===== config.mk =====
export PLATFORM = sky130hd
export DESIGN_NAME = uart_cmd_assembler
export DESIGN_NICKNAME = d
export VERILOG_FILES = /design/src/rtl/uart_cmd_assembler.sv
export SDC_FILE = /design/constraint.sdc
export NUM_CORES = 1
export LEC_CHECK = 0
export ABC_AREA = 1
export CAP_MARGIN = 10
export CELL_PAD_IN_SITES_DETAIL_PLACEMENT = 1
export CELL_PAD_IN_SITES_GLOBAL_PLACEMENT = 1
export CORE_MARGIN = 8
export CORE_UTILIZATION = 44
export CTS_CLUSTER_DIAMETER = 30
export DETAILED_ROUTE_END_ITERATION = 6
export GPL_TIMING_DRIVEN = 0
export PLACE_DENSITY_LB_ADDON = 0.1
export SETUP_SLACK_MARGIN = 0.02
export SLEW_MARGIN = 20
export SYNTH_ARGS = -nofsm -noshare
export SYNTH_HDL_FRONTEND = slang
export SYNTH_SLANG_ARGS = --single-unit

===== constraint.sdc =====
create_clock -name clk -period 4.4 [get_ports clk]
set_clock_uncertainty 0.15 [all_clocks]
set_input_delay 0.44 -clock clk [delete_from_list [all_inputs] [get_ports clk]]
set_output_delay 0.44 -clock clk [all_outputs]
set_load 0.05 [all_outputs]

===== src/rtl/uart_cmd_assembler.sv =====
// Pairs consecutive UART bytes (high byte first) into 16-bit commands.
// A stranded high byte is dropped after TO_CYCLES idle cycles.
module uart_cmd_assembler #(
    parameter int TO_CYCLES = 50000
) (
    input  logic        clk,
    input  logic        rst_n,
    input  logic        rx_rdy,
    input  logic [7:0]  rx_data,
    output logic        clr_rx_rdy,
    input  logic        clr_cmd_rdy,
    output logic [15:0] cmd,
    output logic        cmd_rdy,
    output logic        timeout_err,
    output logic        overrun
);

    localparam logic [15:0] TO_INIT = 16'(TO_CYCLES - 1);

    typedef enum logic {
        IDLE     = 1'b0,
        WAIT_LOW = 1'b1
    } state_t;

    state_t      state;
    state_t      state_next;
    logic [7:0]  hi_byte;
    logic [15:0] to_cnt;
    logic        load_hi;
    logic        complete;
    logic        expire;

    always_ff @(posedge clk or negedge rst_n) begin
        if (!rst_n) begin
            state <= IDLE;
        end else begin
            state <= state_next;
        end
    end

    // A byte arriving on the same cycle the counter hits zero takes priority.
    always_comb begin
        state_next = state;
        load_hi    = 1'b0;
        complete   = 1'b0;
        expire     = 1'b0;
        clr_rx_rdy = rx_rdy;
        case (state)
            IDLE: begin
                if (rx_rdy) begin
                    load_hi    = 1'b1;
                    state_next = WAIT_LOW;
                end
            end
            WAIT_LOW: begin
                if (rx_rdy) begin
                    complete   = 1'b1;
                    state_next = IDLE;
                end else if (to_cnt == 16'd0) begin
                    expire     = 1'b1;
                    state_next = IDLE;
                end
            end
            default: state_next = IDLE;
        endcase
    end

    always_ff @(posedge clk or negedge rst_n) begin
        if (!rst_n) begin
            hi_byte <= 8'h00;
            to_cnt  <= 16'd0;
        end else begin
            if (load_hi) begin
                hi_byte <= rx_data;
                to_cnt  <= TO_INIT;
            end else if (expire) begin
                hi_byte <= 8'h00;
            end else if (state == WAIT_LOW && !rx_rdy && to_cnt != 16'd0) begin
                to_cnt <= to_cnt - 16'd1;
            end
        end
    end

    // Completion sets cmd_rdy even when the consumer acknowledges on the same edge.
    always_ff @(posedge clk or negedge rst_n) begin
        if (!rst_n) begin
            cmd         <= 16'h0000;
            cmd_rdy     <= 1'b0;
            timeout_err <= 1'b0;
            overrun     <= 1'b0;
        end else begin
            timeout_err <= expire;
            overrun     <= complete && cmd_rdy && !clr_cmd_rdy;
            if (complete) begin
                cmd     <= {hi_byte, rx_data};
                cmd_rdy <= 1'b1;
            end else if (clr_cmd_rdy) begin
                cmd_rdy <= 1'b0;
            end
        end
    end

endmodule


Yosys cells after proc, flatten, opt, wreduce, memory -nomap -nowiden. Cells that the tools add are included.

Bits of input ports: 12. Memories: 0. Register bits after elaboration: 44. Logic and storage cells: 38. Memory bits (read-only): 0. Bits in writable memories: 0. Latch bits: 0. Output and inout bits: 20.

Mux-type cells: 16. Add/subtract/negate cells: 1. Eq/ne operators: 1. Bitwise logic cells: 1. $mul: 0. Reduce and logical (&&, ||, !) cells: 12. Shifts and indexed selects: 0. Divide/modulo/power cells: 0. Magnitude comparators: 0.

Operators by type and width (number): $mux 16 (3); $logic_not 16->1 (1); $mux 8 (2); $reduce_bool 16->1 (1); $sub 16x1->16 const B (1); $mux 1 (10); $reduce_bool 2->1 (3); $logic_and 1x1->1 (4); $logic_not 1->1 (2); $ne 2x2->1 const B (1); $pmux 1 s2 (1); $reduce_and 2->1 (1); $not 1->1 (1).

Longest topological paths before layout. Gate-level depths: netlist (run 1).

Depth after elaboration: 6. Depth in mapped cells: 10. Mapped depth without buffers: 10.

Least setup slack after synthesis (run 1). No wires, ideal clock.

Path type: flip-flop to flip-flop. Start: reg to_cnt[0]. End: reg to_cnt[6]. Period minus slack after synthesis: 1641 ps. Cell stages (with the launch flop): 11. Path slack: 2759 ps. Arrival: 1374 ps. Cell sequence: dfrtp_1 inv_1 ha_1 nand2_2 nor2_4 nand2_4 nand2_4 nand2_4 buf_6 nand2_2 o21ai_2.

Word-level cells in the longest chain between the ends: 6. Elaborated cells between the ends (all ways): 13. Classes of those cells: add/sub: 1; eq/ne: 1; mux: 6; reduce/logical: 5.

RTL lines: start, declared (line 28) `logic [15:0] to_cnt;`; start signal, assigned (line 79) `to_cnt <= to_cnt - 16'd1;`; parallel branches: the longest is 6 deep, another holds $sub 16x1->16.

Parallel ways; which one is timed is not known. The select of a mux whose other input is x is not followed. A chain may end at the register's enable or synchronous reset.

Worst setup path in the final report (run 1).
Start: in rx_rdy. End: out clr_rx_rdy.

RTL lines: start, declared (line 8) `input logic rx_rdy,`; end, declared (line 10) `output logic clr_rx_rdy,`.

No word-level cell between the ends.

==> summary.md, run 1 <==
| Metric | Value |
|---|---|
| Status | `finished, final reports clean` |
| Pleak | `1.27 nW` |
| Fin area | `0.00266 mm^2` |
| Cts hold-fix bufs | `1` |
| Gr ovfl total | `0` |
| Fmax | `385 MHz` |
| Sequential cell area | `0.00110 mm^2` |
| FILL cells | `556` |
| Most frequent CP cell | `clkdlybuf4s50_1` |
| Relative slew slack | `64.5%` |
| Sequential power share | `40.2%` |
| Row count | `25` |
| Sequential fraction of the synthesis area | `51.0%` |
| Post-synth top area cell | `dfrtp_1` |
| Crit path DAT | `2.01 ns` |
| Synth top area share | `51.0%` |
| Hold Crit Start | `cmd[3]$_DFFE_PN0P_` |
| GPL Wtd Cong | `0.783` |
| Nets | `295` |
| Detailed Routing Iterations Pass 1 | `4` |
| Setup WS post-layout | `1.80 ns` |
| Clock Tree Buf Depth | `2` |
| Setup crit end kind | `output port` |
| Setup Slack @ Placement | `1.78 ns` |
| Cell Area, Placed | `0.00257 mm^2` |
| Tot Pwr | `1.45 mW` |
| Internal power | `0.836 mW` |
| Total Wirelength | `5410 um` |
| Core area | `0.00472 mm^2` |
| Setup violators final | `0` |
| Count of pins over their slew limit | `0` |
| Initial antenna violation count | `0` |
| Ys async rst share | `100%` |
| Synth unique cells | `27` |
| Slowest cell on the critical path | `clkdlybuf4s50_1` |
| Sw Pwr | `0.611 mW` |
| Fraction of layout cells with a size suffix above 1 | `15.2%` |
| Area of the mapped netlist | `0.00216 mm^2` |
| Post-Place Cells | `341` |
| Final Util | `56.3%` |
| Worst R2R Start | `to_cnt[0]$_DFFE_PN0P_` |
| Multi-input gate area | `953 um^2` |
| Tmin final | `2.60 ns` |
| Worst path required time | `3.81 ns` |
| Worst hold path cell count | `1` |
| Power Dens Cells | `545 mW/mm^2` |
| Count leader, synth | `nand2_1` |
| Syn_area_per_cell | `8.93 um^2` |
| Most frequent cells after synthesis | `nand2_1 (71), dfrtp_1 (44), nor2_1 (23), nand3_1 (21), inv_1 (18)` |
| Synth area leaders | `dfrtp_1 (51%), nand2_1 (12%), nand3_1 (4.9%)` |
| Clock latency on the worst-skew pair | `0.29 ns` |
| Ys flop type | `dfrtp_1` |
| Hpwl dp | `4240 um` |
| Initial Utilization | `45.7%` |
| Hold crit path type | `flip-flop to flip-flop` |
| Hold WS | `0.348 ns` |
| Crit Path Class | `input port to output port` |
| Setup bufs post-CTS | `0` |
| Die width | `86.1 um` |
| CTS tree | `yes` |
| Post-synth EDFFs | `0` |
| Layout area overhead | `23.0%` |
| GRT Overall Usage | `15.9%` |
| Switch share | `42.2%` |
| Gate family responsible for the most delay along the worst path | `buffers and inverters` |
| Final Non-Filler Cells | `349` |
| Period utilisation layout | `59.0%` |
| Cells after synthesis | `242` |
| Port bufs | `31` |
| Inserted Clock Buffers | `5` |
| Syn nets | `255` |
| Vias/cell | `4.94` |
| Largest net degree at the start of global routing | `30` |
| Flop and latch count out of synthesis | `44` |
| Worst Hold Path EP | `cmd[3]$_DFFE_PN0P_` |
| Fin. Hold Viols | `0` |
| Tightest Pin Transition | `0.531 ns` |
| First-pass GRT wire length | `9290 um` |
| Setup_tns | `0 ns` |
| WP buf/inv | `3` |
| DR vias | `1725` |
| Ys Warns | `0` |
| CTS Root Cell | `clkbuf_8` |
| Startpoint Class | `input port` |
| Critical path peak fanout | `4` |
| CTS H-tree lvls | `2` |
| Clock power share | `16.9%` |
| DRC viols | `0` |
| Clock transition at path regs | `0.08 ns` |
| Crit-path cells | `clkdlybuf4s50_1, buf_4, clkdlybuf4s50_1` |
| Peak supply drop | `0.253 mV` |
| Cts repair resizes | `0` |
| Antenna viol nets, final | `0` |
| Vias in the first global route | `1892` |
| R2R depth | `10` |
| Worst reg2reg setup slack | `2.56 ns` |
| CP max stage delay | `0.80 ns` |
| WL per Instance | `15.5 um` |
| Maxcap violations | `0` |
| Die height | `86.1 um` |
| CTS Sinks | `44` |
| Drt initial violations | `63` |
| I/O pin cnt | `32` |
| Diodes inserted | `0` |
| Combinational power share | `42.9%` |
| Die area | `0.00741 mm^2` |
| Worst R2R End | `to_cnt[15]$_DFFE_PN0P_` |
| RSZ-0062 raised after global routing | `false` |
| WP depth | `3` |
-- logic make-up (layout without fill, tap and decap cells) --
logic type / after synthesis / in the layout / synth area share (%)
mux: 16 / 16 / 8.34
buf+inv: 25 / 65 / 4.92
simple gates: 145 / 145 / 31.3
fa+ha+maj: 1 / 1 / 0.579
compound gates: 11 / 11 / 3.88
flops: 44 / 44 / 51.0
-- layout by cell type, fill, tap and decap left out --
cell,n
nand2_1,71
dfrtp_1,44
clkdlybuf4s50_1,30
nor2_1,23
nand3_1,21
inv_1,18
mux2_1,8
mux2_2,8
nand4_1,7
nor2_2,5
nand2_2,5
clkbuf_8,5
nand2_4,4
o21ai_2,4
clkbuf_1,3
nand3b_1,3
o21bai_1,3
nor2_4,2
buf_2,2
nor3_1,2
inv_2,2
o21ai_0,2
nor4_1,1
buf_6,1
a21oi_2,1
or2_2,1
o21a_1,1
ha_1,1
buf_4,1
clkinv_2,1
dlygate4sd3_1,1
buf_12,1
-- power groups by stage --
stage,sequential [mW],combinational [mW],clock (mW)
6_report,0.582,0.621,0.244
5_1_grt,0.600,0.674,0.262
3_5_place_dp,0.593,0.626,0
3_3_place_gp,0.586,0.609,0
4_1_cts,0.586,0.629,0.249
2_1_floorplan,0.753,0.257,0
-- layer usage --
layer,GRT usage [%],vias to the layer above,routed length (um)
met5,0,-,0
met4,3.82,0,44
met3,3.25,4,134
met2,26.9,27,2610
met1,20.0,838,2620
li1,-,856,-
-- worst max path at each step --
stage                                      from                    end  slack (ns)
after floorplan           to_cnt[0]$_DFFE_PN0P_  to_cnt[6]$_DFFE_PN0P_        2.76
after global placement                    rst_n    cmd[10]$_DFFE_PN0P_        1.50
after detailed placement                 rx_rdy             clr_rx_rdy        1.78
after CTS                                rx_rdy             clr_rx_rdy        1.78
after global routing                     rx_rdy             clr_rx_rdy        1.76
final                                    rx_rdy             clr_rx_rdy        1.80
-- registers in the layout, summed over array words and instances (netlist names) --
| signal | count |
|---|---|
| cmd_rdy | 1 |
| timeout_err | 1 |
| state | 1 |
| cmd | 16 |
| overrun | 1 |
| to_cnt | 16 |
| hi_byte | 8 |
-- cell type report --
class	count	share of cell area, %
inverters	20	2.82
clock buffers	6	2.73
multi-input cells	173	35.9
plain buffers	5	1.18
clock inverters	1	0.188
repair buffers	33	12.6
well taps	67	3.15
flip-flops and latches	44	41.4
No activity file was read; power rests on OpenSTA's default activity.
==> run 2: changes to the inputs <==
- CORE_UTILIZATION: 44 -> 37
- clock period: 4.4 -> 2.3 ns (I/O delays scaled with it)
==> run 2 against run 1 <==
Die area rose by 15%. Final area rose by 0.80%. Critical path depth did not move. Highest routed layer unchanged.
==> summary.md, run 2 (synthesized netlist as in run 1, its figures left out) <==
| Metric | Value |
|---|---|
| Peak supply drop | `0.486 mV (+92%)` |
| Clock Tree Buf Depth | `2 (unchanged)` |
| Relative slew slack | `62.5% (-2.0 points)` |
| Cts repair resizes | `0 (unchanged)` |
| Row count | `28 (+12%)` |
| Drt initial violations | `63 (unchanged)` |
| Worst R2R Start | `to_cnt[0]$_DFFE_PN0P_` |
| CTS H-tree lvls | `2 (unchanged)` |
| CTS tree | `yes` |
| Inserted Clock Buffers | `5 (unchanged)` |
| Pleak | `1.27 nW (about the same)` |
| GRT Overall Usage | `13.6% (-2.3 points)` |
| CP max stage delay | `0.79 ns (about the same)` |
| Worst path required time | `1.92 ns (-1.89 ns)` |
| Switch share | `42.4% (+0.15 points)` |
| Detailed Routing Iterations Pass 1 | `4 (unchanged)` |
| Initial Utilization | `37.4% (-8.4 points)` |
| Die width | `92.4 um (+7.4%)` |
| Worst reg2reg setup slack | `0.43 ns (-2.13 ns)` |
| Cts hold-fix bufs | `1 (unchanged)` |
| Nets | `295 (unchanged)` |
| Die area | `0.00854 mm^2 (+15%)` |
| CTS Sinks | `44 (unchanged)` |
| Most common cell after layout, fill and taps aside | `nand2_1` |
| Setup bufs post-CTS | `0 (unchanged)` |
| Setup violators final | `0 (unchanged)` |
| Tightest Pin Transition | `0.562 ns (+0.0311 ns)` |
| WL per Instance | `14.6 um (-5.8%)` |
| DRC viols | `0 (unchanged)` |
| Setup crit end kind | `output port` |
| Setup Slack @ Placement | `0.114 ns (-1.67 ns)` |
| CP startpoint | `rx_rdy` |
| Hold crit path type | `input port to asynchronous set/reset pin` |
| Combinational power share | `42.2% (-0.7 points)` |
| Total Wirelength | `5230 um (-3.4%)` |
| Fin. Hold Viols | `0 (unchanged)` |
| Gate family responsible for the most delay along the worst path | `buffers and inverters` |
| DR vias | `1719 (-0.35%)` |
| Critical path peak fanout | `4 (unchanged)` |
| Power Dens Cells | `1040 mW/mm^2 (+91%)` |
| Fmax | `464 MHz` |
| Largest registers | `cmd x16, to_cnt x16, hi_byte x8` |
| Hpwl dp | `3950 um (-6.8%)` |
| Fraction of layout cells with a size suffix above 1 | `15.5% (+0.30 points)` |
| Period utilisation layout | `93.8%` |
| Tmin final | `2.16 ns` |
| Sw Pwr | `1.18 mW (+94%)` |
| Port bufs | `31 (unchanged)` |
| RSZ-0062 raised after global routing | `false` |
| Most frequent CP cell | `clkdlybuf4s50_1` |
| Slowest cell on the critical path | `clkdlybuf4s50_1` |
| Layout area overhead | `24.0%` |
| CTS Root Cell | `clkbuf_8` |
| Initial antenna violation count | `0 (unchanged)` |
| Internal power | `1.61 mW (+92%)` |
| GPL Wtd Cong | `0.759 (-3.0%)` |
| Startpoint Class | `input port` |
| Antenna viol nets, final | `0 (unchanged)` |
| Status | `finished, final reports clean` |
| Tot Pwr | `2.79 mW (+93%)` |
| Sequential power share | `39.9% (-0.3 points)` |
| Clock transition at path regs | `0.09 ns (about the same)` |
| First-pass GRT wire length | `9390 um (+1.0%)` |
| Clock power share | `18.0% (+1.1 points)` |
| I/O pin cnt | `32 (unchanged)` |
| WP buf/inv | `3 (unchanged)` |
| Vias in the first global route | `1965 (+3.9%)` |
| Maxcap violations | `0 (unchanged)` |
| Vias/cell | `4.80 (-2.9%)` |
| Clock latency on the worst-skew pair | `0.29 ns (about the same)` |
| Gr ovfl total | `0 (unchanged)` |
| Setup WS post-layout | `0.143 ns (-1.66 ns)` |
| Crit path DAT | `1.78 ns (-0.23 ns)` |
| Diodes inserted | `0 (unchanged)` |
| Die height | `92.4 um (+7.4%)` |
| Commonest non-fill, non-tap cells in the layout | `nand2_1 (71), dfrtp_1 (44), clkdlybuf4s50_1 (30), nor2_1 (23), nand3_1 (21)` |
| Core area | `0.00578 mm^2 (+22%)` |
| Count of pins over their slew limit | `0 (unchanged)` |
| Largest net degree at the start of global routing | `27 (-10%)` |
| Crit Path Class | `input port to output port` |
| Crit-path cells | `clkdlybuf4s50_1, buf_4, clkdlybuf4s50_1` |
run 2: changes by cell type in the layout (fill, tap and decap cells not counted):
cell	change
clkinv_2	-1
clkinv_4	+1
clkinvlp_4	+1
run 2: path summary, 6_finish.rpt:
| kind | to | cells past startpoint |
|---|---|---|
| hold / removal | cmd[9]$_DFFE_PN0P_ | 2 |
| max in group asynchronous | to_cnt[15]$_DFFE_PN0P_ | 3 |
| setup / recovery | clr_rx_rdy | 3 |
| min in group clk | overrun$_DFF_PN0_ | 2 |
| setup reg to reg | to_cnt[6]$_DFFE_PN0P_ | 10 |
| hold reg to reg | cmd[6]$_DFFE_PN0P_ | 1 |
run 2: metal layers:
metal	part of all wire (%)	global-route usage, %	vias up
met4	1.1	4.30	0
met3	4.5	3.88	4
met1	46	16.5	828
met5	0	0	-
met2	49	22.7	28
li1	-	-	859
run 2: cell type report:
cell class / count / area, um^2
sequential: 44 / 1100
clock buffer: 6 / 72.6
timing repair buffer: 33 / 335
inverter: 20 / 75.1
fill: 692 / 3100
tap: 75 / 93.8
clock inverter: 2 / 16.3
multi-input combinational: 173 / 953
buffer: 5 / 31.3
run 2: power by group through the flow:
stage | combinational [mW] | sequential, mW | clock [mW]
final | 1.18 | 1.11 | 0.502
after global routing | 1.30 | 1.14 | 0.543
after CTS | 1.20 | 1.12 | 0.523
after detailed placement | 1.19 | 1.13 | 0
after global placement | 1.17 | 1.12 | 0
after floorplan | 0.491 | 1.44 | 0
run 2: through the flow:
step,instances,hold WS (ns),TNS [ns],util [%],cell area [um^2]
after CTS,358,0.269,0,46.3,2680
after global routing,358,0.304,0,46.3,2680
after detailed placement,349,0.0676,0,44.6,2580
after floorplan,242,-0.216,0,-,2160
final,358,0.273,0,46.3,2680
after global placement,348,0.322,-21.27,44.4,2560
